## src/rtl/rock_pkg.sv

```systemverilog
// Shared types and default constants for the cradle rocking sequencer.
package rock_pkg;

  typedef enum logic [2:0] {
    IDLE,
    SETTLE,
    WAIT_EVAL,
    HOLD,
    ADVANCE,
    ALARM,
    SOFT_STOP
  } state_t;

  typedef enum logic [1:0] {
    NONE,
    DOWN,
    EQUAL,
    UP
  } verdict_t;

  localparam int DEF_N_PATTERNS     = 5;
  localparam int DEF_SETTLE_CYCLES  = 8;
  localparam int DEF_TIMEOUT_CYCLES = 64;
  localparam int DEF_MAX_SWEEPS     = 3;
  localparam int DEF_SOFT_CYCLES    = 16;

  function automatic int max3(input int a, input int b, input int c);
    int m;
    m = (a > b) ? a : b;
    return (m > c) ? m : c;
  endfunction

endpackage

```

## src/rtl/rock_timer.sv

```systemverilog
// Loadable down-counter shared by the settle, timeout and soft-stop intervals.
module rock_timer #(
  parameter int WIDTH = 7
) (
  input  logic             slow,
  input  logic             reset,
  input  logic             load,
  input  logic [WIDTH-1:0] load_value,
  output logic             zero
);

  logic [WIDTH-1:0] value;

  // Counts down to zero and rests there until the next load.
  always_ff @(posedge slow or posedge reset) begin
    if (reset) begin
      value <= '0;
    end else if (load) begin
      value <= load_value;
    end else if (value != '0) begin
      value <= value - 1'b1;
    end
  end

  assign zero = (value == '0);

endmodule

```

## src/rtl/rock_sequencer.sv

```systemverilog
// Rocking-pattern scheduler steered by stress verdicts from the heart-rate detector.
// Optional soft stop (motor keeps running at pattern 0 for a while) via ROCK_SEQ_SOFT_STOP_EN.
module rock_sequencer
  import rock_pkg::*;
#(
  parameter  int N_PATTERNS     = DEF_N_PATTERNS,
  parameter  int SETTLE_CYCLES  = DEF_SETTLE_CYCLES,
  parameter  int TIMEOUT_CYCLES = DEF_TIMEOUT_CYCLES,
  parameter  int MAX_SWEEPS     = DEF_MAX_SWEEPS,
  parameter  int SOFT_CYCLES    = DEF_SOFT_CYCLES,
  localparam int PW             = (N_PATTERNS > 1) ? $clog2(N_PATTERNS) : 1
) (
  input  logic          slow,
  input  logic          reset,
  input  logic          start,
  input  logic          stop,
  input  logic          eval_pulse,
  input  logic          stress_down,
  input  logic          stress_up,
  output logic [PW-1:0] pattern,
  output logic          motor_en,
  output logic          det_clear,
  output logic          alarm,
  output logic          busy
);

  localparam int TW = $clog2(max3(SETTLE_CYCLES, TIMEOUT_CYCLES, SOFT_CYCLES) + 1);
  localparam int SW = $clog2(MAX_SWEEPS + 1);
  localparam logic [PW-1:0] LAST_PATTERN = PW'(N_PATTERNS - 1);
  localparam logic [SW-1:0] LAST_SWEEP   = SW'(MAX_SWEEPS - 1);

  state_t        state, state_n;
  logic [PW-1:0] pattern_n;
  logic [SW-1:0] sweep, sweep_n;
  logic          det_clear_n;
  logic          eval_q;
  logic          tmr_load;
  logic [TW-1:0] tmr_value;
  logic          tmr_zero;
  verdict_t      verdict;

  rock_timer #(.WIDTH(TW)) u_timer (
    .slow       (slow),
    .reset      (reset),
    .load       (tmr_load),
    .load_value (tmr_value),
    .zero       (tmr_zero)
  );

  // A verdict exists only on the rising edge of eval_pulse; UP wins over DOWN.
  always_comb begin
    verdict = NONE;
    if (eval_pulse && !eval_q) begin
      if (stress_up)        verdict = UP;
      else if (stress_down) verdict = DOWN;
      else                  verdict = EQUAL;
    end
  end

  always_ff @(posedge slow or posedge reset) begin
    if (reset) begin
      state     <= IDLE;
      pattern   <= '0;
      sweep     <= '0;
      det_clear <= 1'b0;
      eval_q    <= 1'b0;
    end else begin
      state     <= state_n;
      pattern   <= pattern_n;
      sweep     <= sweep_n;
      det_clear <= det_clear_n;
      eval_q    <= eval_pulse;
    end
  end

  always_comb begin
    state_n     = state;
    pattern_n   = pattern;
    sweep_n     = sweep;
    det_clear_n = 1'b0;
    tmr_load    = 1'b0;
    tmr_value   = '0;
    case (state)
      IDLE: begin
        if (start) begin
          state_n     = SETTLE;
          pattern_n   = '0;
          sweep_n     = '0;
          det_clear_n = 1'b1;
          tmr_load    = 1'b1;
          tmr_value   = TW'(SETTLE_CYCLES - 1);
        end
      end
      SETTLE: begin
        if (tmr_zero) begin
          state_n   = WAIT_EVAL;
          tmr_load  = 1'b1;
          tmr_value = TW'(TIMEOUT_CYCLES - 1);
        end
      end
      WAIT_EVAL: begin
        if (verdict == DOWN) begin
          state_n = HOLD;
          sweep_n = '0;
        end else if (verdict == UP || tmr_zero) begin
          state_n = ADVANCE;
        end
      end
      HOLD: begin
        if (verdict == UP) state_n = ADVANCE;
      end
      // A wrap back to pattern 0 completes one full sweep without relief.
      ADVANCE: begin
        if (pattern == LAST_PATTERN) begin
          pattern_n = '0;
          sweep_n   = sweep + 1'b1;
        end else begin
          pattern_n = pattern + 1'b1;
        end
        if (pattern == LAST_PATTERN && sweep == LAST_SWEEP) begin
          state_n = ALARM;
        end else begin
          state_n     = SETTLE;
          det_clear_n = 1'b1;
          tmr_load    = 1'b1;
          tmr_value   = TW'(SETTLE_CYCLES - 1);
        end
      end
      ALARM: begin
        state_n = ALARM;
      end
`ifdef ROCK_SEQ_SOFT_STOP_EN
      SOFT_STOP: begin
        if (tmr_zero) state_n = IDLE;
      end
`endif
      default: state_n = IDLE;
    endcase

    // stop outranks every verdict and timer event decided above.
    if (stop && state != IDLE) begin
      pattern_n   = '0;
      det_clear_n = 1'b0;
      tmr_load    = 1'b0;
      tmr_value   = '0;
`ifdef ROCK_SEQ_SOFT_STOP_EN
      if (state inside {SETTLE, WAIT_EVAL, HOLD}) begin
        state_n   = SOFT_STOP;
        tmr_load  = 1'b1;
        tmr_value = TW'(SOFT_CYCLES - 1);
      end else begin
        state_n = IDLE;
      end
`else
      state_n = IDLE;
`endif
    end
  end

  assign busy     = (state != IDLE);
  assign alarm    = (state == ALARM);
  assign motor_en = busy && !alarm;

endmodule

```

## config.mk

```make
export PLATFORM = sky130hd
export DESIGN_NAME = rock_sequencer
export DESIGN_NICKNAME = d
export VERILOG_FILES = /design/src/rtl/rock_pkg.sv /design/src/rtl/rock_timer.sv /design/src/rtl/rock_sequencer.sv
export SDC_FILE = /design/constraint.sdc
export NUM_CORES = 1
export LEC_CHECK = 0
export CORE_ASPECT_RATIO = 0.7
export CORE_UTILIZATION = 54
export DETAILED_ROUTE_END_ITERATION = 6
export GPL_TIMING_DRIVEN = 0
export PLACE_DENSITY = 0.77
export SLEW_MARGIN = 15
export SYNTH_ARGS = -nofsm -noshare
export SYNTH_HDL_FRONTEND = slang
export SYNTH_SLANG_ARGS = --single-unit
```

## constraint.sdc

```tcl
create_clock -name slow -period 2.1 [get_ports slow]
set_clock_uncertainty 0.05 [all_clocks]
set_input_delay 0.315 -clock slow [delete_from_list [all_inputs] [get_ports slow]]
set_output_delay 0.315 -clock slow [all_outputs]
set_load 0.05 [all_outputs]
```

After elaboration in Yosys (flattened, before gate mapping) --
Cells that the tools add are included. Widths: inputs -> output; s select.
Storage, ports and cells: register bits after elaboration 17, bits of input ports 7, output and inout port bits 7, logic and storage cells 75
Operators by class: muxes and demuxes 33, $add $sub $neg 3, reductions and logical operators 17, equality and inequality tests 16
Operators with widths (count):
- $mux 3 | 12
- $mux 7 | 3
- $pmux 3 s6 | 1
- $pmux 6 s3 | 1
- $mux 2 | 6
- $eq 3x3->1 const B | 3
- $ne 3x3->1 const B | 3
- $reduce_bool 3->1 | 3
- $reduce_and 4->1 | 2
- $logic_not 7->1 | 1
- $reduce_bool 7->1 | 1
- $sub 7x1->7 const B | 1
- $eq 3x2->1 const B | 2
- $mux 6 | 1
- $ne 2x2->1 const B | 3
- $pmux 2 s3 | 1
- $pmux 3 s2 | 1
- $mux 1 | 5
- $eq 2x2->1 const B | 2
- $logic_and 1x1->1 | 4
- $ne 4x4->1 const B | 1
- $add 3x1->3 const B | 1
- $eq 3x1->1 const B | 1
- $logic_not 3->1 | 1
- other kinds (8) | 9

Longest topological paths before layout --
Gate-level depths: netlist of run 1.
depth after elaboration 9, mapped depth 7, mapped depth without buffers 6

Hierarchy --
Synthesis of run 1 repeated with hierarchy kept, for this count alone.
Second synthesis, totals: cell total of the unflattened synthesis 119, area, all modules 1138.6 um^2
Modules (own cells, without submodules):
- rock_sequencer | times used 1, area each 680.7 um^2, sequential area each 250.2 um^2, cells each 72
- rock_timer | times used 1, area each 457.9 um^2, sequential area each 175.2 um^2, cells each 47

Least setup slack after synthesis of run 1 --
No wires, ideal clock.
path kind register -> output, start reg state[2], end out motor_en, buffers on the path 2, arrival time 1870 ps, slack -135 ps, cell stages (with the launch flop) 6, required time 1735 ps, path through dfrtp_1 buf_2 buf_2 inv_1 nor2_1 nor2_1
On the way: longest elaborated chain between the ends 3, elaborated cells between the ends (all ways) 4, classes of those cells 1 x eq/ne; 3 x reduce/logical
Ends and longest elaborated chain:
- from (decl) | RTL line rock_sequencer.sv:32 | state_t state, state_n;
- from (signal assigned) | RTL line rock_sequencer.sv:68 | state <= state_n;
- $eq 3x3->1 | RTL line rock_sequencer.sv:161 | assign alarm = (state == ALARM);
- named net alarm | RTL line rock_sequencer.sv:23 | output logic alarm,
- $logic_not 1->1 | RTL line rock_sequencer.sv:162 | assign motor_en = busy && !alarm;
- $logic_and 1x1->1 | RTL line rock_sequencer.sv:162
- to (decl) | RTL line rock_sequencer.sv:21 | output logic motor_en,
The timed path passes the listed nets, and every way through them passes these cells.

Final worst setup path of run 1 --
start reg state[2], end out alarm
On the way: longest elaborated chain between the ends 1
Ends and longest elaborated chain (RTL line):
- $eq 3x3->1 | rock_sequencer.sv:161
- to (decl) | rock_sequencer.sv:23
No other way between the ends.

==> flow_summary.toml, run 1 <==
[placement]
place_congestion = 0.8732
place_hpwl_um = 1635
io_buffers = 13

[setup_path]
crit_slowest_cell = "clkdlybuf4s15_2"
crit_arrival_ps = 1680
start_kind = "register"
crit_chain = "buf_2 > clkbuf_4 > inv_1 > nor2_2 > clkdlybuf4s15_2"
cpPeakStageDelay_ps = 380
cp-end-kind = "output port"
critPathKind = "register to output port"
crit_fanout = 10
cp.required_ps = 1740

[global_routing]
grt_pass1_vias = 791
grt_pass1_wl_um = 3546
grt_overflow = 0
antenna_found_initial = 0
grt_max_degree = 18
grt_use_total_pct = 22.59

[pwr]
p_leak_nw = 0.5454
power_mw = 1.626
powerDensity_nw_per_um2 = 1273
max-vdd-ir-drop_v = 0.0006966

[sta]
fmax_mhz = 489.3
hold-worst-slack_ps = 344.7
worstMarginPinSlew_ps = 663.3
setup-violations-final = 0
finalHoldViolCount = 0
relSlewSlack_pct = 55.73
post-route-period-util_pct = 97.31
rsz0062_at_grt = "false"
finalMaxSlewViolations = 0
period_minus_slack_ps = 2044

[drt]
post_drt_wl_per_cell_um = 13.88
dr.pass1.iters = 4
wl_um = 2220
num_vias = 951
drtIter0Drc = 34
vias_per_cell = 5.944
ant_nets = 0
drcViolationCount = 0

[floorplanning]
die-area_um2 = 2210
initial_utilization_pct = 57.89
die_y_um = 39.63
core_area_um2 = 1887
pin_count = 14
rows = 13
die_x_um = 55.76

[clock_tree]
cts-root-buf = "clkbuf_4"
cts.hold.buffers_added = 0
clkSinkCount = 17
clk_pin_slew_ps = 100
htreeDepth = 1
clkLatencyLatePin_ps = 310
cts_tree = "done"
cts_buffer_depth = 2
cts_inserted_buffers = 3

[yosys]
syn-num-nets = 132
ys_types = 42
synth_area_um2 = 1092
avgSynthCellArea_um2 = 9.027
netlist_instances = 121
synth-seq-cells = 17
ys_seq_area_share_pct = 38.95
synth_warnings = 0

[final_layout]
layout.nets = 150
antennaDiodeCount = 0
syn_to_final_growth_pct = 16.95
layout-drive-gt1-share_pct = 14.49

[flow_run]
max_cap_viol_count = 0

[min_path]
hp-class = "input pin to asynchronous set/reset pin"

[status]
outcome = "finished clean"
## layer usage
metal  wire length [µm]  up-vias  share of wire [%]  track usage (%)
met5                  0        -                  0                0
met4                 34        0                1.5            9.375
met3                133        5                6.0            6.931
met2                957       35                 43            34.94
met1               1095      447                 49            29.72
li1                   -      464                  -                -
## cell usage after synthesis
| master | count | area share (%) |
|---|---|---|
| o21a_1 | 1 | 0.69 |
| o41ai_2 | 1 | 1.5 |
| o31a_1 | 1 | 0.80 |
| o21bai_1 | 1 | 0.69 |
| a31oi_1 | 2 | 1.1 |
| nor2b_1 | 2 | 1.1 |
| o2bb2ai_1 | 1 | 0.80 |
| nand3_1 | 3 | 1.4 |
| and2b_1 | 1 | 0.69 |
| xnor2_1 | 2 | 1.6 |
| o21ai_1 | 5 | 2.3 |
| o311ai_0 | 1 | 0.80 |
| buf_2 | 4 | 1.8 |
| o221ai_1 | 1 | 0.80 |
| a211oi_2 | 1 | 1.1 |
| a221oi_2 | 1 | 1.4 |
| a21oi_1 | 9 | 4.1 |
| nor3_1 | 2 | 0.92 |
| mux2_1 | 2 | 2.1 |
| and4bb_2 | 1 | 1.1 |
| or4_1 | 1 | 0.69 |
| buf_6 | 1 | 1.0 |
| nor3_2 | 1 | 0.92 |
| o211ai_1 | 3 | 2.1 |
| o21ai_0 | 3 | 1.4 |
| o22ai_1 | 2 | 1.1 |
| inv_2 | 1 | 0.34 |
| nand2b_1 | 7 | 4.0 |
| o21ai_2 | 1 | 0.80 |
| o31ai_1 | 1 | 0.69 |
| nor2_1 | 11 | 3.8 |
| dfrtp_1 | 17 | 39 |
| ha_1 | 4 | 4.6 |
| inv_1 | 11 | 3.8 |
| a32oi_1 | 1 | 0.80 |
| nor4b_4 | 1 | 2.2 |
| nand4_1 | 1 | 0.57 |
| nand2_1 | 8 | 2.7 |
| and2_1 | 1 | 0.57 |
| xor2_1 | 1 | 0.80 |
| and3_1 | 1 | 0.57 |
| a21o_1 | 1 | 0.69 |
## worst paths after layout
kind / slack, ps / to / from / depth (start not counted)
max: 60 / alarm / state[2]$_DFFE_PP0P_ / 5
min: 340 / u_timer.value[4]$_DFFE_PP0P_ / reset / 2
max reg2reg: 280 / state[1]$_DFFE_PP0P_ / u_timer.value[0]$_DFFE_PP0P_ / 7
min reg2reg: 450 / sweep[1]$_DFFE_PP0P_ / sweep[1]$_DFFE_PP0P_ / 1
max in group asynchronous: 1230 / state[0]$_DFFE_PP0P_ / reset / 2
min in group slow: 450 / sweep[1]$_DFFE_PP0P_ / sweep[1]$_DFFE_PP0P_ / 1
## metrics by stage
stage / setup WS (ps) / utilization (%) / instances / instance area [µm²] / setup TNS, ps
after floorplan: 169.2 / - / 121 / 1095 / 0
after detailed placement: -31.45 / 66.38 / 156 / 1252 / -51.78
final: 56.47 / 67.71 / 160 / 1277 / 0
after CTS: 18.32 / 67.90 / 160 / 1281 / 0
after global placement: -11.18 / 66.38 / 156 / 1252 / -11.18
after global routing: 9.314 / 67.71 / 160 / 1277 / 0
## final cells by class
| class | count | area [µm²] |
|---|---|---|
| Fill cell | 155 | 609.3 |
| Multi-Input combinational cell | 87 | 593.1 |
| Sequential cell | 17 | 425.4 |
| Timing Repair Buffer | 13 | 125.1 |
| Inverter | 12 | 45.04 |
| Buffer | 5 | 33.78 |
| Tap cell | 22 | 27.53 |
| Clock buffer | 3 | 22.52 |
| Clock inverter | 1 | 5.005 |
## sequential cells by signal (all words and copies together) (netlist names)
| register | flops |
|---|---|
| det_clear | 1 |
| eval_q | 1 |
| pattern | 3 |
| state | 3 |
| sweep | 2 |
| u_timer.value | 7 |
## kinds of logic after synthesis
| group | Yosys count | share of synthesized area [%] |
|---|---|---|
| compound gates | 37 | 23.71 |
| xor+xnor | 3 | 2.406 |
| fa+ha+maj | 4 | 4.582 |
| buf+inv | 17 | 6.987 |
| flops | 17 | 38.95 |
| mux | 2 | 2.062 |
| simple gates | 41 | 21.31 |
## placed cells by master (no fill, tap or decap), types with 2 or more instances in the layout
| cell | Yosys | routed |
|---|---|---|
| dfrtp_1 | 17 | 17 |
| inv_1 | 11 | 11 |
| nor2_1 | 11 | 10 |
| clkdlybuf4s50_1 | 0 | 10 |
| a21oi_1 | 9 | 9 |
| nand2_1 | 8 | 8 |
| nand2b_1 | 7 | 7 |
| o21ai_1 | 5 | 5 |
| buf_2 | 4 | 4 |
| clkbuf_4 | 0 | 4 |
| ha_1 | 4 | 4 |
| o21ai_0 | 3 | 3 |
| nand3_1 | 3 | 3 |
| o211ai_1 | 3 | 3 |
| nor2b_1 | 2 | 2 |
| a31oi_1 | 2 | 2 |
| nor3_1 | 2 | 2 |
| o22ai_1 | 2 | 2 |
| mux2_1 | 2 | 2 |
| xnor2_1 | 2 | 2 |
## repair_timing
item | CTS | global route
gates resized for setup | 7 | 3
setup endpoints to repair | 3 | 2
setup buffers | 0 | 0
## worst max-delay path: cells and delay by family, from the launching register on
family                 cells  cell delay [ps]
and+or+nand+nor            1              130
buffers and inverters      4              910
DFF                        1              350
## power by group
group	internal [mW]	total, mW	leakage [nW]	switching (mW)
Clock	0.0713	0.181	0.0177	0.110
Sequential	0.424	0.516	0.221	0.0925
Combinational	0.353	0.928	0.306	0.575
Total	0.849	1.63	0.545	0.778
No activity file was read; power rests on OpenSTA's default activity.
==> inputs of run 2 (changes only) <==
--- a/config.mk
+++ b/config.mk
@@ -5,7 +5,6 @@
 export SDC_FILE = /design/constraint.sdc
 export NUM_CORES = 1
 export LEC_CHECK = 0
-export CORE_ASPECT_RATIO = 0.7
 export CORE_UTILIZATION = 54
 export DETAILED_ROUTE_END_ITERATION = 6
 export GPL_TIMING_DRIVEN = 0
==> flow_summary.toml, run 2 (synthesis results as in run 1) <==
[status]
outcome = "finished clean"

[flow_run]
max_cap_viol_count = 0

[pwr]
p_leak_nw = 0.5434
max-vdd-ir-drop_v = 0.0008295
p_int_mw = 0.8650
p_clk_share_pct = 10.8
netSwitchingFraction_pct = 47.07
comb_power_share_pct = 57.8
powerDensity_nw_per_um2 = 1268
p_seq_share_pct = 31.4
p_sw_mw = 0.7693

[global_routing]
antenna_found_initial = 0
grt_pass1_vias = 823
grt_overflow = 0
grt_max_degree = 18
grt_use_total_pct = 23.48
grt_pass1_wl_um = 3539

[drt]
dr.pass1.iters = 4
num_vias = 942
drcViolationCount = 0
post_drt_wl_per_cell_um = 13.82
vias_per_cell = 5.779
drtIter0Drc = 26
ant_nets = 0
wl_um = 2253

[setup_path]
crit_slowest_cell = "clkdlybuf4s15_2"
cpPeakStageDelay_ps = 380
crit_fanout = 10
critPathKind = "register to output port"
crit_family = "buffers and inverters"
crit_arrival_ps = 1650
worst-path-buf-inv = 4
cp-end-kind = "output port"
start_kind = "register"
crit_chain = "buf_2 > clkbuf_4 > inv_1 > nor2_2 > nor2_1 > clkdlybuf4s15_2"
cp.required_ps = 1740

[final_layout]
layout.nets = 150
top_register = "u_timer.value"
reg_top3 = "u_timer.value: 7 flops, pattern: 3 flops, state: 3 flops"
mostFrequentLayoutCells = "17 x dfrtp_1, 11 x inv_1, 10 x nor2_1, 10 x clkdlybuf4s50_1, 9 x a21oi_1"
layout-drive-gt1-share_pct = 13.77
largest_reg_flops = 7
num-fill-cells = 151
antennaDiodeCount = 0
fin_util_pct = 71.53
final_common_cell = "dfrtp_1"
syn_to_final_growth_pct = 17.98

[sta]
relSlewSlack_pct = 55.59
setup-violations-final = 0
period_minus_slack_ps = 2015
setup_ws_ps = 85.01
rsz0062_at_grt = "true"
finalMaxSlewViolations = 0
finalHoldViolCount = 0
worstMarginPinSlew_ps = 665.5
fmax_mhz = 496.3
post-route-period-util_pct = 95.95
fin_setup_tns_ps = 0

[placement]
io_buffers = 13
place_ws_ps = -9.758
place_congestion = 0.8922
place_hpwl_um = 1685

[clock_tree]
clkLatencyLatePin_ps = 290
cts-root-buf = "clkbuf_4"
cts.hold.buffers_added = 0
clk_pin_slew_ps = 100
cts_tree = "done"
htreeDepth = 1
cts_buffer_depth = 2
cts_setup_buffers = 0
cts_inserted_buffers = 3
cts_resized = 7
clkSinkCount = 17

[floorplanning]
rows = 15
die-area_um2 = 2207
die_y_um = 46.98
core_area_um2 = 1802
pin_count = 14
initial_utilization_pct = 60.63
die_x_um = 46.98

[min_path]
hp-class = "input pin to asynchronous set/reset pin"
## run 2: changes by cell type in the layout (fill, tap and decap cells not counted)
cell / previous run / this run
clkinv_2: 1 / 0
clkbuf_4: 4 / 5
clkbuf_1: 0 / 1
clkdlybuf4s15_2: 1 / 2
buf_2: 4 / 2
## run 2: routing by layer
layer / share of wire, % / routed length [µm] / up-vias / track usage (%)
li1: - / - / 463 / -
met1: 46 / 1027 / 445 / 30.22
met2: 48 / 1073 / 32 / 39.17
met3: 5.8 / 131 / 2 / 3.462
met4: 0.93 / 21 / 0 / 10.29
met5: 0 / 0 / - / 0
## run 2: final timing paths
kind                                                   start                            to  slack (ps)  cells past startpoint
worst max-delay path                    state[2]$_DFFE_PP0P_                      motor_en          90                      6
worst min-delay path                                   reset          sweep[1]$_DFFE_PP0P_         360                      2
worst max register to register  u_timer.value[0]$_DFFE_PP0P_          state[1]$_DFFE_PP0P_         310                      7
worst min register to register          sweep[1]$_DFFE_PP0P_          sweep[1]$_DFFE_PP0P_         460                      1
max in group asynchronous                              reset  u_timer.value[2]$_DFFE_PP0P_        1210                      2
min in group slow                       sweep[1]$_DFFE_PP0P_          sweep[1]$_DFFE_PP0P_         460                      1
## run 2: cell type report
cell class	count	area (µm²)	share of cell area, %
buffer	5	36.28	2.816
clock buffer	4	26.28	2.039
inverter	12	45.04	3.495
multi-input combinational	87	593.1	46.02
sequential	17	425.4	33.01
tap	25	31.28	2.427
timing repair buffer	13	131.4	10.19
## run 2: through the flow
| step | power [mW] | cells | hold slack (ps) | area, µm² |
|---|---|---|---|---|
| floorplan | 1.236 | 121 | 191.1 | 1095 |
| global route | 1.768 | 163 | 408.4 | 1289 |
| detailed placement | 1.464 | 159 | 437.6 | 1256 |
| CTS | 1.626 | 163 | 381.7 | 1284 |
| finish | 1.634 | 163 | 360.1 | 1289 |
| global placement | 1.429 | 159 | 424.2 | 1256 |
## run 2: power groups by stage
stage	combinational (mW)	sequential, mW	clock [mW]
2_1_floorplan	0.699	0.537	0
3_3_place_gp	0.917	0.512	0
3_5_place_dp	0.946	0.518	0
4_1_cts	0.935	0.512	0.178
5_1_grt	1.04	0.526	0.204
6_report	0.945	0.513	0.176
